## config.mk

```make
export PLATFORM = sky130hd
export DESIGN_NAME = pipe_stage_elastic
export DESIGN_NICKNAME = d
export VERILOG_FILES = /design/src/rtl/pipe_stage_elastic_pkg.sv /design/src/rtl/pipe_stage_elastic.sv
export SDC_FILE = /design/constraint.sdc
export NUM_CORES = 1
export LEC_CHECK = 0
export CAP_MARGIN = 20
export CORE_AREA = 2 2 73 75
export DETAILED_ROUTE_END_ITERATION = 10
export DIE_AREA = 0 0 75 77
export DONT_BUFFER_PORTS = 1
export PLACE_DENSITY = 0.68
export SLEW_MARGIN = 20
export SYNTH_ARGS = -nofsm -noshare
export SYNTH_HDL_FRONTEND = slang
export SYNTH_SLANG_ARGS = --single-unit
```

## constraint.sdc

```tcl
create_clock -name clk -period 1.1 [get_ports clk]
set_clock_uncertainty 0.05 [all_clocks]
set_input_delay 0.11 -clock clk [delete_from_list [all_inputs] [get_ports clk]]
set_output_delay 0.11 -clock clk [all_outputs]
set_load 0.02 [all_outputs]
```

## src/rtl/pipe_stage_elastic_pkg.sv

```systemverilog
// -----------------------------------------------------------------------------
// pipe_stage_elastic_pkg
//   Shared definitions for the elastic pipeline-stage register.
//   - ps_state_e : occupancy state of the stage (EMPTY / ONE / TWO)
//   - ps_occ()   : maps a state to its entry count for the occ port
// -----------------------------------------------------------------------------
package pipe_stage_elastic_pkg;

    typedef enum logic [1:0] {
        PS_EMPTY = 2'd0,
        PS_ONE   = 2'd1,
        PS_TWO   = 2'd2
    } ps_state_e;

    function automatic logic [1:0] ps_occ(input ps_state_e s);
        unique case (s)
            PS_ONE:  return 2'd1;
            PS_TWO:  return 2'd2;
            default: return 2'd0;
        endcase
    endfunction

endpackage

```

## src/rtl/pipe_stage_elastic.sv

```systemverilog
// -----------------------------------------------------------------------------
// pipe_stage_elastic
//   Elastic valid/ready pipeline-stage register carrying an opaque DW-bit
//   payload. An empty stage presents NOP_VAL on out_data.
//
//   Build option:
//     PIPE_SKID_EN defined   : 2-entry skid, in_ready registered (no
//                              combinational path from out_ready).
//     PIPE_SKID_EN undefined : single entry, in_ready = ~out_valid | out_ready.
//
//   Ports:
//     clk        rising-edge clock
//     rstn       asynchronous active-low reset
//     flush      synchronous kill of held and incoming beats (beats reset)
//     in_valid   upstream beat valid
//     in_ready   stage can accept a beat
//     in_data    upstream payload (DW bits)
//     out_valid  stage holds a beat
//     out_ready  downstream accepts
//     out_data   head payload, NOP_VAL when out_valid=0
//     occ        entries held (0..2)
// -----------------------------------------------------------------------------
module pipe_stage_elastic
    import pipe_stage_elastic_pkg::*;
#(
    parameter int unsigned     DW      = 32,
    parameter logic [DW-1:0]   NOP_VAL = '0
) (
    input  logic          clk,
    input  logic          rstn,
    input  logic          flush,
    input  logic          in_valid,
    output logic          in_ready,
    input  logic [DW-1:0] in_data,
    output logic          out_valid,
    input  logic          out_ready,
    output logic [DW-1:0] out_data,
    output logic [1:0]    occ
);

    ps_state_e     state;
    logic [DW-1:0] main_q;
    logic          out_valid_q;
    logic          fire_in;
    logic          fire_out;

    assign fire_in   = in_valid & in_ready & ~flush;
    assign fire_out  = out_valid_q & out_ready & ~flush;

    // main_q is reloaded with NOP_VAL whenever the stage empties, so it can
    // drive out_data directly without a mux on out_valid.
    assign out_data  = main_q;
    assign out_valid = out_valid_q;
    assign occ       = ps_occ(state);

`ifdef PIPE_SKID_EN

    logic [DW-1:0] skid_q;
    logic          in_ready_q;

    assign in_ready = in_ready_q;

    always_ff @(posedge clk or negedge rstn) begin
        if (!rstn) begin
            state       <= PS_EMPTY;
            main_q      <= NOP_VAL;
            skid_q      <= NOP_VAL;
            out_valid_q <= 1'b0;
            in_ready_q  <= 1'b1;
        end else if (flush) begin
            state       <= PS_EMPTY;
            main_q      <= NOP_VAL;
            skid_q      <= NOP_VAL;
            out_valid_q <= 1'b0;
            in_ready_q  <= 1'b1;
        end else begin
            unique case (state)
                PS_EMPTY: begin
                    if (fire_in) begin
                        state       <= PS_ONE;
                        main_q      <= in_data;
                        out_valid_q <= 1'b1;
                    end
                end
                PS_ONE: begin
                    if (fire_in && fire_out) begin
                        main_q <= in_data;
                    end else if (fire_in) begin
                        state      <= PS_TWO;
                        skid_q     <= in_data;
                        in_ready_q <= 1'b0;
                    end else if (fire_out) begin
                        state       <= PS_EMPTY;
                        main_q      <= NOP_VAL;
                        out_valid_q <= 1'b0;
                    end
                end
                PS_TWO: begin
                    if (fire_out) begin
                        state      <= PS_ONE;
                        main_q     <= skid_q;
                        skid_q     <= NOP_VAL;
                        in_ready_q <= 1'b1;
                    end
                end
                default: begin
                    state       <= PS_EMPTY;
                    main_q      <= NOP_VAL;
                    skid_q      <= NOP_VAL;
                    out_valid_q <= 1'b0;
                    in_ready_q  <= 1'b1;
                end
            endcase
        end
    end

`else

    // Without the skid entry the stage can only take a beat when it is empty
    // or its head is leaving in the same cycle.
    assign in_ready = ~out_valid_q | out_ready;

    always_ff @(posedge clk or negedge rstn) begin
        if (!rstn) begin
            state       <= PS_EMPTY;
            main_q      <= NOP_VAL;
            out_valid_q <= 1'b0;
        end else if (flush) begin
            state       <= PS_EMPTY;
            main_q      <= NOP_VAL;
            out_valid_q <= 1'b0;
        end else begin
            unique case (state)
                PS_EMPTY: begin
                    if (fire_in) begin
                        state       <= PS_ONE;
                        main_q      <= in_data;
                        out_valid_q <= 1'b1;
                    end
                end
                PS_ONE: begin
                    // in_ready forces fire_in to imply fire_out here
                    if (fire_in) begin
                        main_q <= in_data;
                    end else if (fire_out) begin
                        state       <= PS_EMPTY;
                        main_q      <= NOP_VAL;
                        out_valid_q <= 1'b0;
                    end
                end
                default: begin
                    state       <= PS_EMPTY;
                    main_q      <= NOP_VAL;
                    out_valid_q <= 1'b0;
                end
            endcase
        end
    end

`endif

endmodule

```

## Word level (Yosys, flattened, before mapping)

Index checks and enable logic that the tools add are counted.

| word-level totals | value |
|---|---|
| bits in registers | 35 |

| cells by class | value |
|---|---|
| muxes and demuxes | 16 |
| bitwise logic cells | 7 |
| reduce and logical (&&, ||, !) cells | 3 |
| equality and inequality tests | 6 |

Operator list:

| kind | number |
|---|---|
| 2-to-1 mux 32 bit | 4 |
| one-hot mux 32 bit (2 select lines) | 1 |
| inequality test 3 bit, second input constant | 3 |
| 2-to-1 mux 2 bit | 4 |
| one-hot mux 2 bit (2 select lines) | 2 |
| AND 1 bit | 4 |
| 2-to-1 mux 1 bit | 4 |
| inequality test 4 bit, second input constant | 1 |
| AND reduction 3 bit | 1 |
| == test 2 x 1 -> 1 bit, second input constant | 1 |
| == test 2 bit, second input constant | 1 |
| logical NOT 2 bit | 1 |
| inverter 1 bit | 2 |
| one-hot mux 1 bit (2 select lines) | 1 |
| AND reduction 2 bit | 1 |
| bitwise OR 1 bit | 1 |

## Logic depth before layout (Yosys ltp)

Gate-level depths: netlist of the first run.

| depth | value |
|---|---|
| word-level depth | 7 |
| depth in mapped cells | 4 |
| mapped depth without buffers | 2 |

## Worst setup path after synthesis of the first run

OpenSTA, ideal clock, no wires.

| timing | value |
|---|---|
| path type | register to register |
| start | register state[0] |
| end | register main_q[0], in the netlist out_data[0] |
| arrival | 1,128 ps |
| path buffers | 2 |
| stages on the path, launching flop included | 5 |
| period minus slack after synthesis | 1,263 ps |
| data required time | 964 ps |
| setup time | 86 ps |
| slack | -163 ps |
| cells stage by stage | dfrtp_1 -> or2_1 -> buf_6 -> buf_8 -> o221ai_2 |

| on the way | value |
|---|---|
| word-level cells in the longest chain between the ends | 3 |
| elaborated cells on any way between the ends | 7 |

RTL lines:

| what | RTL line | RTL |
|---|---|---|
| from (decl) | pipe_stage_elastic.sv:41 | `ps_state_e state;` |
| from (signal assigned) | pipe_stage_elastic.sv:125 | `state <= PS_EMPTY;` |
| from (signal assigned) | pipe_stage_elastic.sv:129 | `state <= PS_EMPTY;` |
| from (signal assigned) | pipe_stage_elastic.sv:136 | `state <= PS_ONE;` |
| == test 2 x 1 -> 1 bit or logical NOT 2 bit (tied branches) | pipe_stage_elastic.sv:133 | `unique case (state)` |
| inequality test 4 bit (no line) (tied with other cells) | - |  |
| AND reduction 2 bit (no line) or 2-to-1 mux 32 bit (tied branches) | - |  |
| to (signal assigned) | pipe_stage_elastic.sv:137 | `main_q <= in_data;` |
| to (signal assigned) | pipe_stage_elastic.sv:144 | `main_q <= in_data;` |
| to (decl) | pipe_stage_elastic.sv:42 | `logic [DW-1:0] main_q;` |

Several ways; a longest one is shown, not always the timed one.
A chain may end at the register's enable or synchronous reset.

==> impl_metrics.toml, run 1 <==
[placed_design]
numPortBuffers = 0
post-dp-hpwl_um = 3860
gp_congestion = 0.740
placedCellCount = 281
place_area_sq_um = 2570

[worst_hold_path]
whs_endpoint = "out_data[24]"
hold_start = "in_valid"
hold_path_depth = 2
hp-class = "in2reg"

[logic_synthesis]
syn_avg_cell_area_sq_um = 12.1
synth_area_leaders = "dfrtp_1 (36%), o221ai_2 (19%), nand4bb_1 (15%)"
synth_nets = 229
synthArstFlopShare_pct = 100
synth_top_area_share_pct = 35.7
ys.flop_type = "dfrtp_1"
syn_inst = 192
synth-edff-count = 0
ys_ff_latch = 33
synth_warnings = 0
synth_commonest_cells = "dfrtp_1 (33), mux2i_1 (32), nand2_1 (32)"
synth.distinct_cells = 18
synth-seq-area-share_pct = 35.7
netlist_area_sq_um = 2310
yosysTopAreaCell = "dfrtp_1"
yosysMostFrequentCell = "dfrtp_1"

[clock_tree]
clk_pin_slew_ns = 0.07
clock_latency_ns = 0.28
cts_root_buf = "clkbuf_8"
clockBufferDepth = 2
cts_tree = "yes"
cts.sinks = 33
holdBufCountCts = 36
htreeDepth = 2
cts-buffers-inserted = 5

[power_and_ir_drop]
power_density_nw_per_um2 = 1130
total_power_mw = 3.56
ir_drop_v = 0.000699
leakagePower_nw = 1.36

[grt]
grt_overflow = 0
antenna_found_initial = 0
grt_max_degree = 66
track_usage_pct = 22.8
first_global_vias = 2089
grt_pass1_wl_um = 10300

[sta]
tns_ns = -4.57
timing.final.crit_period_ns = 1.27
fin_crit_sh_pct = 116
rsz0062_at_grt = "yes"
fmax_mhz = 785
setup_slack_ns = -0.173
hold_violations = 32
drv_slew = 0
hold_slack_ns = -0.0419
setup_violations = 36

[floorplan]
core_sq_um = 4980
dieArea_sq_um = 5780
fp.dieH_um = 77
std_cell_rows = 26
die_w_um = 75
initial_utilization_pct = 46.5
io_pins = 73

[worst_setup_path]
r2r_end = "out_data[24]"
arrival_ns = 1.11
reg2reg_slack_ns = -0.15
startpoint_type = "flop"
worst_ep_required_time_ns = 0.94
r2r_start = "state[0]"
reg2reg_depth = 4
critical_path_class = "reg2out"
end_kind = "output pin"
worstPathMaxFanout = 4

[final_layout]
finalNetCount = 298
finalInstanceArea_sq_um = 3160
syn2layout_area_growth_pct = 36.6
antenna_cells = 0
final_util_pct = 63.5
fin_cells = 332
drive_gt1_share_pct = 37.0

[routing]
drc = 0
detail_route.vias_per_cell = 5.88
wl_per_cell_um = 19.3
dr.pass1.iters = 4
drtIter0Drc = 99
detail-route-antenna-nets = 0
num_vias = 1952
routed_wl_um = 6420

[status]
violations = "negative hold slack, negative setup slack"
outcome = "complete, but fails checks"

[run]
drv_cap = 0
[layout by cell type, fill, tap and decap left out]
cell / instances
a21oi_2: 1
dfrtp_2: 1
nand2b_2: 1
buf_6: 4
mux2i_1: 32
o221ai_2: 32
inv_2: 1
or2_4: 1
or4bb_1: 2
buf_12: 2
buf_4: 43
dlygate4sd3_1: 35
dfrtp_1: 32
nand2b_4: 1
conb_1: 1
clkbuf_1: 1
bufinv_16: 1
nand2_1: 32
buf_8: 3
clkbuf_8: 6
nand4bb_1: 30
[final cells by class]
| class | instances | area, sq um |
|---|---|---|
| clock buffer | 7 | 86.3 |
| sequential | 33 | 827 |
| multi-input combinational | 133 | 1330 |
| tap | 70 | 87.6 |
| clock inverter | 1 | 30.0 |
| timing repair buffer | 87 | 803 |
| inverter | 1 | 3.75 |
| fill | 407 | 1810 |
[routing by layer]
metal / track usage, % / up-vias / wire length [um]
met5: 0 / - / 0
met2: 38.1 / 65 / 3340
met3: 4.47 / 11 / 283
met1: 29.3 / 992 / 2730
met4: 6.96 / 0 / 68
li1: - / 884 / -
[logic make-up after synthesis]
family                 synth area share, %
buffers and inverters                 8.22
muxes                                 13.8
AOI/OAI and AO/OA                     20.4
DFF                                   35.7
and+or+nand+nor                       21.7
other                                0.162
[where the power goes]
part           switching (mW)  leakage (nW)  internal, mW  total, mW
logic                   0.457         0.864         0.497      0.955
registers              0.0921         0.433          1.31       1.41
clock network           0.460        0.0585         0.739       1.20
[timing repair]
item | 4_1_cts | 5_1_grt
hold endpoints to repair | 66 | 25
pin swaps | 0 | 1
setup endpoints to repair | 34 | 35
resized for setup | 13 | 1
buffers inserted | 6 | 1
[registers in the layout, indices dropped and copies added, names as in the netlist]
register	count
out_data	32
state	1
[stage by stage]
| step | hold WS, ns | worst slack (ns) |
|---|---|---|
| 4_1_cts | -0.0431 | -0.174 |
| 6_report | -0.0419 | -0.173 |
| 3_5_place_dp | -0.235 | -0.149 |
| 2_1_floorplan | -0.236 | -0.106 |
| 3_3_place_gp | -0.235 | -0.0916 |
| 5_1_grt | -0.0452 | -0.202 |
[how the worst max path moves through the flow]
stage                         from            to  slack (ns)  depth (start not counted)
after floorplan           state[0]   out_data[0]       -0.11                          4
after global placement    state[0]  out_data[24]       -0.09                          3
after detailed placement  state[0]  out_data[24]       -0.15                          3
after CTS                 state[0]      in_ready       -0.17                          4
after global routing      state[0]      in_ready       -0.20                          4
final                     state[0]      in_ready       -0.17                          4
[worst max-delay path, cell delays in order, from the launching register on]
cell and delay, ns:
dfrtp_2 0.41, buf_6 0.12, buf_8 0.12, nand2b_4 0.06, buf_6 0.11
Note: power is estimated with default switching activity, not from simulation.
==> run 2, diff against run 1 <==
PLACE_DENSITY = 0.58   (was 0.68)
clock period = 1.47 ns   (was 1.1 ns; I/O delays follow)
==> run 2 against run 1 <==
Effect of this change: the run now ends clean; non-clock buffer count shrank 42; worst hold slack gained 0.042 ns; cell count shrank 13%; die area is the same; global-route usage shrank 1.5 points; largest power group unchanged; highest routed layer unchanged.
==> impl_metrics.toml, run 2 (synthesis results as in run 1) <==
[routing]
dr.pass1.iters = 4
num_vias = 1796
detail_route.vias_per_cell = 6.19
drc = 0
drtIter0Drc = 89
routed_wl_um = 6160
wl_per_cell_um = 21.3
detail-route-antenna-nets = 0

[power_and_ir_drop]
swShare_pct = 28.9
ir_drop_v = 0.000645
p_comb_share_pct = 18.1
power.internal_mw = 1.78
leakagePower_nw = 1.11
pwr-share-seq_pct = 46.1
power_density_nw_per_um2 = 893
power.switching_mw = 0.723
p_clk_share_pct = 35.8

[floorplan]
std_cell_rows = 26
die_w_um = 75
initial_utilization_pct = 46.5
io_pins = 73
fp.dieH_um = 77
core_sq_um = 4980
dieArea_sq_um = 5780

[placed_design]
gp_congestion = 0.776
numPortBuffers = 0
pre_cts_slack_ns = 0.0880
post-dp-hpwl_um = 3580
place_area_sq_um = 2290

[sta]
hold_slack_ns = 0.000605
tns_ns = 0
rsz0062_at_grt = "no"
hold_violations = 0
timing.final.crit_period_ns = 1.40
drv_slew = 0
setup_violations = 0
fmax_mhz = 714
setup_slack_ns = 0.0699
fin_crit_sh_pct = 95.2

[clock_tree]
cts_root_buf = "clkbuf_8"
cts.sinks = 33
clock_latency_ns = 0.28
htreeDepth = 2
post-cts-setup-buffers = 0
cts_tree = "yes"
cts_resized = 0
cts-buffers-inserted = 5
holdBufCountCts = 38
clockBufferDepth = 2
clk_pin_slew_ns = 0.07

[final_layout]
syn2layout_area_growth_pct = 21.1
antenna_cells = 0
drive_gt1_share_pct = 22.3
num-fill-cells = 430
finalNetCount = 256
largest_reg_flops = 32
finalInstanceArea_sq_um = 2800
final_cell_mix = "dlygate4sd3_1 (37), dfrtp_1 (33), mux2i_1 (32), nand2_1 (32)"
layout_commonest_cell = "dlygate4sd3_1"

[grt]
grt_overflow = 0
grt_pass1_wl_um = 9580
grt_max_degree = 66
track_usage_pct = 21.4
antenna_found_initial = 0
first_global_vias = 1930

[worst_setup_path]
critical_path_class = "reg2out"
end_kind = "output pin"
startpoint_type = "flop"
worst_ep_required_time_ns = 1.27
worstPathMaxFanout = 35
arrival_ns = 1.20

[status]
outcome = "completed"

[worst_hold_path]
hp-class = "in2reg"

[run]
drv_cap = 0
run 2: cell type report:
type                    count  area (sq um)  area share [%]
clock inverters             2          37.5            1.34
repair buffers             45           468            16.7
flip-flops and latches     33           826            29.5
well taps                  70          87.6            3.12
clock buffers               6          82.6            2.95
multi-input cells         133          1300            46.3
inverters                   1          3.75           0.134
run 2: power groups by stage:
stage | Combinational (mW) | Clock, mW | Sequential (mW)
floorplan | 0.360 | 0 | 1.15
global placement | 0.331 | 0 | 1.16
detailed placement | 0.349 | 0 | 1.17
CTS | 0.456 | 0.920 | 1.15
global route | 0.489 | 0.967 | 1.16
finish | 0.454 | 0.897 | 1.15
run 2: per-stage QoR:
step	total power, mW	util [%]	cells
5_1_grt	2.62	56.3	290
2_1_floorplan	1.51	-	192
3_5_place_dp	1.52	46.1	244
6_report	2.50	56.3	290
4_1_cts	2.53	56.3	290
3_3_place_gp	1.50	46.1	244
run 2: metal layers:
metal	track usage, %	routed length [um]	vias to the layer above
met4	8.21	123	0
met1	25.4	2530	922
met5	0	0	-
met2	36.4	3170	57
li1	-	-	806
met3	4.86	341	11
run 2: critical path, stage by stage (launching register included):
cell and delay [ns]:
dfrtp_1 0.39, buf_12 0.24, nand2b_1 0.11, buf_4 0.17
run 2: final timing paths:
path,endpoint,from,cells after the start,slack [ns]
worst max-delay path,in_ready,state[0],3,0.07
worst min-delay path,out_data[8],in_data[8],2,0.0006
worst max register to register,out_data[24],state[0],3,0.09
worst min register to register,out_data[30],out_data[30],2,0.69
max in group asynchronous,out_data[2],rstn,2,0.88
min in group asynchronous,out_data[27],rstn,2,0.28
